## src/rtl/rr_arbiter_lock.sv

```systemverilog
// rr_arbiter_lock: N-channel round-robin arbiter with a locked grant.
// A winner is chosen from req starting at the one-hot priority pointer and
// searching upward with wraparound. The grant is held until the holder
// pulses done or drops its request. The pointer then moves just past the
// holder. One idle cycle always separates consecutive grants.
//
// Ports:
//   clock      in   rising-edge clock
//   reset      in   asynchronous, active-low reset
//   req        in   [N-1:0] per-channel request levels
//   done       in   holder release pulse
//   gnt        out  [N-1:0] registered one-hot grant
//   gnt_valid  out  high while a grant is held
//   gnt_id     out  [IDW-1:0] binary index of the holder, 0 when idle
//   ptr        out  [N-1:0] one-hot priority pointer
//   timeout    out  one-cycle pulse on a forced release
//
// Optional macro RR_ARB_TIMEOUT_EN: limits a grant to TIMEOUT cycles.
// Without it, timeout is tied to 0 and no counter is built.

module rr_arbiter_lock #(
    parameter int N       = 4,
    parameter int IDW     = $clog2(N),
    parameter int TIMEOUT = 255
) (
    input  logic           clock,
    input  logic           reset,
    input  logic [N-1:0]   req,
    input  logic           done,
    output logic [N-1:0]   gnt,
    output logic           gnt_valid,
    output logic [IDW-1:0] gnt_id,
    output logic [N-1:0]   ptr,
    output logic           timeout
);

    localparam logic [0:0] S_IDLE  = 1'b0;
    localparam logic [0:0] S_GRANT = 1'b1;

    logic [0:0]     r_state;
    logic [N-1:0]   r_gnt;
    logic           r_valid;
    logic [IDW-1:0] r_gnt_id;
    logic [N-1:0]   r_ptr;
    logic           r_timeout;

    logic [IDW-1:0] w_ptr_idx;
    logic [2*N-1:0] w_req_dbl;
    logic [N-1:0]   w_req_rot;
    logic [IDW-1:0] w_off;
    logic [IDW:0]   w_sum;
    logic [IDW-1:0] w_win_idx;
    logic [N-1:0]   w_win_oh;
    logic [N-1:0]   w_ptr_next;
    logic           w_norm_rel;
    logic           w_force;
    logic           w_release;

    // Binary index of the pointer bit.
    always_comb begin
        w_ptr_idx = '0;
        for (int i = 0; i < N; i++) begin
            if (r_ptr[i]) w_ptr_idx = IDW'(i);
        end
    end

    // Rotate req so the pointer channel lands at bit 0; the lowest set
    // bit of the rotated vector is then the offset of the winner.
    assign w_req_dbl = {req, req} >> w_ptr_idx;
    assign w_req_rot = w_req_dbl[N-1:0];

    always_comb begin
        w_off = '0;
        for (int i = N - 1; i >= 0; i--) begin
            if (w_req_rot[i]) w_off = IDW'(i);
        end
    end

    // Undo the rotation: (pointer + offset) mod N.
    always_comb begin
        w_sum = {1'b0, w_ptr_idx} + {1'b0, w_off};
        if (w_sum >= (IDW+1)'(N)) w_sum = w_sum - (IDW+1)'(N);
    end

    assign w_win_idx = w_sum[IDW-1:0];
    assign w_win_oh  = N'(1) << w_win_idx;

    // Next pointer: one past the holder, wrapping N-1 to 0.
    assign w_ptr_next = {r_gnt[N-2:0], r_gnt[N-1]};

    assign w_norm_rel = done | ~(|(req & r_gnt));

`ifdef RR_ARB_TIMEOUT_EN
    localparam int CW = $clog2(TIMEOUT + 1);
    localparam logic [CW-1:0] TO_LAST = CW'(TIMEOUT - 1);

    logic [CW-1:0] r_cnt;

    // Zero on the first grant cycle; a forced release follows the cycle
    // where it reads TIMEOUT-1, giving exactly TIMEOUT grant cycles.
    always_ff @(posedge clock or negedge reset) begin
        if (!reset) begin
            r_cnt <= '0;
        end else if (r_state == S_IDLE) begin
            r_cnt <= '0;
        end else begin
            r_cnt <= r_cnt + CW'(1);
        end
    end

    assign w_force = (r_state == S_GRANT) && (r_cnt == TO_LAST)
                     && !w_norm_rel;
`else
    assign w_force = 1'b0;
`endif

    assign w_release = w_norm_rel | w_force;

    always_ff @(posedge clock or negedge reset) begin
        if (!reset) begin
            r_state   <= S_IDLE;
            r_gnt     <= '0;
            r_valid   <= 1'b0;
            r_gnt_id  <= '0;
            r_ptr     <= N'(1);
            r_timeout <= 1'b0;
        end else begin
            r_timeout <= 1'b0;
            case (r_state)
                S_IDLE: begin
                    if (|req) begin
                        r_state  <= S_GRANT;
                        r_gnt    <= w_win_oh;
                        r_valid  <= 1'b1;
                        r_gnt_id <= w_win_idx;
                    end
                end
                S_GRANT: begin
                    if (w_release) begin
                        r_state   <= S_IDLE;
                        r_gnt     <= '0;
                        r_valid   <= 1'b0;
                        r_gnt_id  <= '0;
                        r_ptr     <= w_ptr_next;
                        r_timeout <= w_force;
                    end
                end
                default: r_state <= S_IDLE;
            endcase
        end
    end

    assign gnt       = r_gnt;
    assign gnt_valid = r_valid;
    assign gnt_id    = r_gnt_id;
    assign ptr       = r_ptr;
    assign timeout   = r_timeout;

    a_gnt_onehot0: assert property (
        @(posedge clock) disable iff (!reset) $onehot0(r_gnt));

    a_ptr_onehot: assert property (
        @(posedge clock) disable iff (!reset) $onehot(r_ptr));

    a_gnt_id: assert property (
        @(posedge clock) disable iff (!reset)
        r_valid ? r_gnt[r_gnt_id] : (r_gnt_id == '0));

    a_valid: assert property (
        @(posedge clock) disable iff (!reset) r_valid == (|r_gnt));

endmodule

```

## config.mk

```make
export PLATFORM = sky130hd
export DESIGN_NAME = rr_arbiter_lock
export DESIGN_NICKNAME = d
export VERILOG_FILES = /design/src/rtl/rr_arbiter_lock.sv
export SDC_FILE = /design/constraint.sdc
export NUM_CORES = 1
export LEC_CHECK = 0
export ABC_CLOCK_PERIOD_IN_PS = 3720
export CAP_MARGIN = 5
export CELL_PAD_IN_SITES_DETAIL_PLACEMENT = 2
export CELL_PAD_IN_SITES_GLOBAL_PLACEMENT = 2
export CORE_AREA = 2 2 51 53
export DETAILED_ROUTE_END_ITERATION = 8
export DIE_AREA = 0 0 53 55
export PLACE_DENSITY_LB_ADDON = 0.25
export SETUP_SLACK_MARGIN = 0.4
export SYNTH_ARGS = -nofsm -noshare
export SYNTH_HDL_FRONTEND = slang
export SYNTH_SLANG_ARGS = --single-unit
```

## constraint.sdc

```tcl
create_clock -name clock -period 3.72 [get_ports clock]
set_input_delay 0.372 -clock clock [delete_from_list [all_inputs] [get_ports clock]]
set_output_delay 0.372 -clock clock [all_outputs]
set_load 0.02 [all_outputs]
```

==> flow_summary.json <==
{
  "synth_top_area_share_pct": 39.86,
  "fp.coreArea_sq_um": 2365,
  "yosys_register_bits": 12,
  "r2r-end": "gnt[3]",
  "critPathKind": "input pin to flop",
  "placed_area_sq_um": 874.6,
  "num_vias": 595,
  "antenna_cells": 0,
  "grt_usage_pct": 13.81,
  "numCtsBuffers": 3,
  "synth_largest_area_cell": "dfrtp_1",
  "max_slew_margin_pct": 63.42,
  "drv_cap": 0,
  "synthToLayoutAreaGrowth_pct": 31.88,
  "fin_skew_ns": 0.004722,
  "yosysWarningCount": 0,
  "clock_sinks": 12,
  "cts_tree": "built",
  "grt_pass1_wl_um": 2911,
  "ff2ff_path_depth": 7,
  "first_global_vias": 655,
  "dp_hpwl_um": 1280,
  "wl_um": 1728,
  "tightestPinTransition_ns": 0.5470,
  "post_drt_via_cell_ratio": 5.174,
  "post-route-util_pct": 38.52,
  "cp-end-kind": "flop",
  "path_max_fanout": 8,
  "finalSetupTns_ns": 0,
  "synth.area.top_cells": "dfrtp_1 (40%), mux2_2 (8.2%), dfstp_2 (3.8%)",
  "gp_congestion": 0.6859,
  "peakVddDrop_v": 0.0003746,
  "cts_max_path_buffers": 2,
  "fin_nets": 94,
  "clk_transition_reported_paths_ns": 0.08,
  "reg2reg_from": "ptr[3]",
  "ioPinCount": 19,
  "slowest_delay_ns": 0.62,
  "hold_violations": 0,
  "outcome": "finished, final reports clean",
  "final-setup-viol-count": 0,
  "rows": 18,
  "syn_inst": 68,
  "wire_per_inst_um": 15.03,
  "die-area_sq_um": 2915,
  "rsz0062_at_grt": "false",
  "hold-worst-slack_ns": 0.4515,
  "drtIter0Drc": 4,
  "ctsResizeCount": 0,
  "slew_viol_final": 0,
  "ant_nets": 0,
  "finalCritPeriodShare_pct": 60.22,
  "firstDrtPassIters": 3,
  "avgSynthCellArea_sq_um": 10.16,
  "drive_above_1_share_pct": 18.82,
  "start_kind": "input pin",
  "synth_cell_type_count": 35,
  "final_area_sq_um": 910.9,
  "cts-root-buf": "clkbuf_4",
  "synth_nets": 76,
  "syn-cell-area_sq_um": 690.7,
  "io_buffers": 17,
  "clkLatencyLatePin_ns": 0.27,
  "worstPathArrival_ns": 2.38,
  "hold_buffers": 0,
  "cts_setup_buffers": 0,
  "slowest_stage": "clkdlybuf4s50_1",
  "p_total_uw": 748.9,
  "post-route-drc-count": 0,
  "leakage_nw": 0.3936,
  "grt_max_degree": 13,
  "die_x_um": 53,
  "crit_chain": "clkdlybuf4s50_1, o21ai_0, a22oi_1, o32ai_1, mux2_2, ha_1, xnor2_2, o21ai_1",
  "fmax_mhz": 446.4,
  "yosysSeqAreaShare_pct": 43.66,
  "r2r_slack_ns": 1.74,
  "critPathRequiredTime_ns": 3.86,
  "grt_overflow": 0,
  "min_period_ns": 2.240,
  "die_h_um": 55,
  "start_util_pct": 29.21,
  "hold_class": "input pin to asynchronous set/reset pin",
  "htree_levels": 1,
  "antenna_found_initial": 0,
  "power_density_nw_per_um2": 822.1
}
-- how the worst max path moves through the flow --
stage	slack (ns)	to	startpoint	depth (start not counted)
3_3_place_gp	1.27	gnt[3]	req[2]	8
2_1_floorplan	1.77	gnt[1]	req[2]	8
6_report	1.48	gnt[3]	req[3]	8
4_1_cts	1.46	gnt[3]	req[3]	8
3_5_place_dp	1.19	gnt[3]	req[2]	8
5_1_grt	1.37	gnt[3]	req[2]	8
-- stage by stage --
stage / setup slack [ns] / std cells
CTS: 1.464 / 115
finish: 1.480 / 115
detailed placement: 1.189 / 111
floorplan: 1.765 / 68
global placement: 1.266 / 111
global route: 1.371 / 115
-- final cells by class --
class | count | area (sq um)
repair buffers | 18 | 177.7
well taps | 30 | 37.54
inverters | 5 | 18.77
flip-flops and latches | 12 | 301.5
clock buffers | 4 | 36.28
multi-input cells | 46 | 339.1
fillers | 263 | 1454
-- report_power, final --
part | internal [mW] | total (mW) | switching (mW)
Sequential | 0.180 | 0.226 | 0.0460
Clock | 0.0594 | 0.103 | 0.0440
Combinational | 0.199 | 0.419 | 0.221
-- synth_stat cells, drive strengths merged --
master / instances
a221o: 1
a31o: 1
o31ai: 1
a21boi: 1
or2: 1
nor2b: 1
a2bb2oi: 1
a22oi: 1
o311ai: 1
dfrtp: 11
a21o: 1
nand3: 4
and3: 1
conb: 1
o32ai: 2
buf: 3
o21ai: 6
nor4: 1
or3: 1
nand2: 4
a221oi: 1
dfstp: 1
a22o: 1
mux2: 5
ha: 1
xnor2: 1
nor2: 4
a311oi: 1
clkbuf: 2
nor3: 1
a32o: 1
inv: 5
-- per-layer routing --
metal	GRT usage (%)	vias up	part of all wire, %
met1	16.25	300	45
met3	1.613	0	4.0
li1	-	283	-
met4	5.128	0	0
met2	25.83	12	51
met5	0	-	0
-- logic make-up (layout without fill, tap and decap cells) --
logic type,count (synthesis),count (layout),synth area share (%)
AO/OA/AOI/OAI,20,20,23.74
AND/OR/NAND/NOR,18,18,12.50
flip-flops,12,12,43.66
buffers and inverters,10,27,7.247
multiplexers,5,5,8.152
adder cells (fa/ha/maj),1,1,1.811
other,1,1,0.5430
XOR/XNOR,1,1,2.356
-- state kept, by name, summed over array words and instances, names as in the netlist --
signal	count
ptr	4
gnt_id	2
gnt	4
r_state	1
gnt_valid	1
-- cell usage in the layout, fill, tap and decap left out, types with 2 or more instances in the layout --
master and count:
clkbuf_4 3, clkdlybuf4s50_1 17, dfrtp_1 11, inv_1 5, mux2_2 5, nand2_1 4, nand3_1 4, nor2_1 4
o21ai_0 4, o21ai_1 2, o32ai_1 2
-- critical path: cells and delay by family --
family	cells	cell delay, ns
muxes	1	0.28
AOI/OAI and AO/OA	4	0.60
adders and majority gates	1	0.21
xor gates and xnor gates	1	0.31
buffers and inverters	1	0.62
Note: power is estimated with default switching activity, not from simulation.
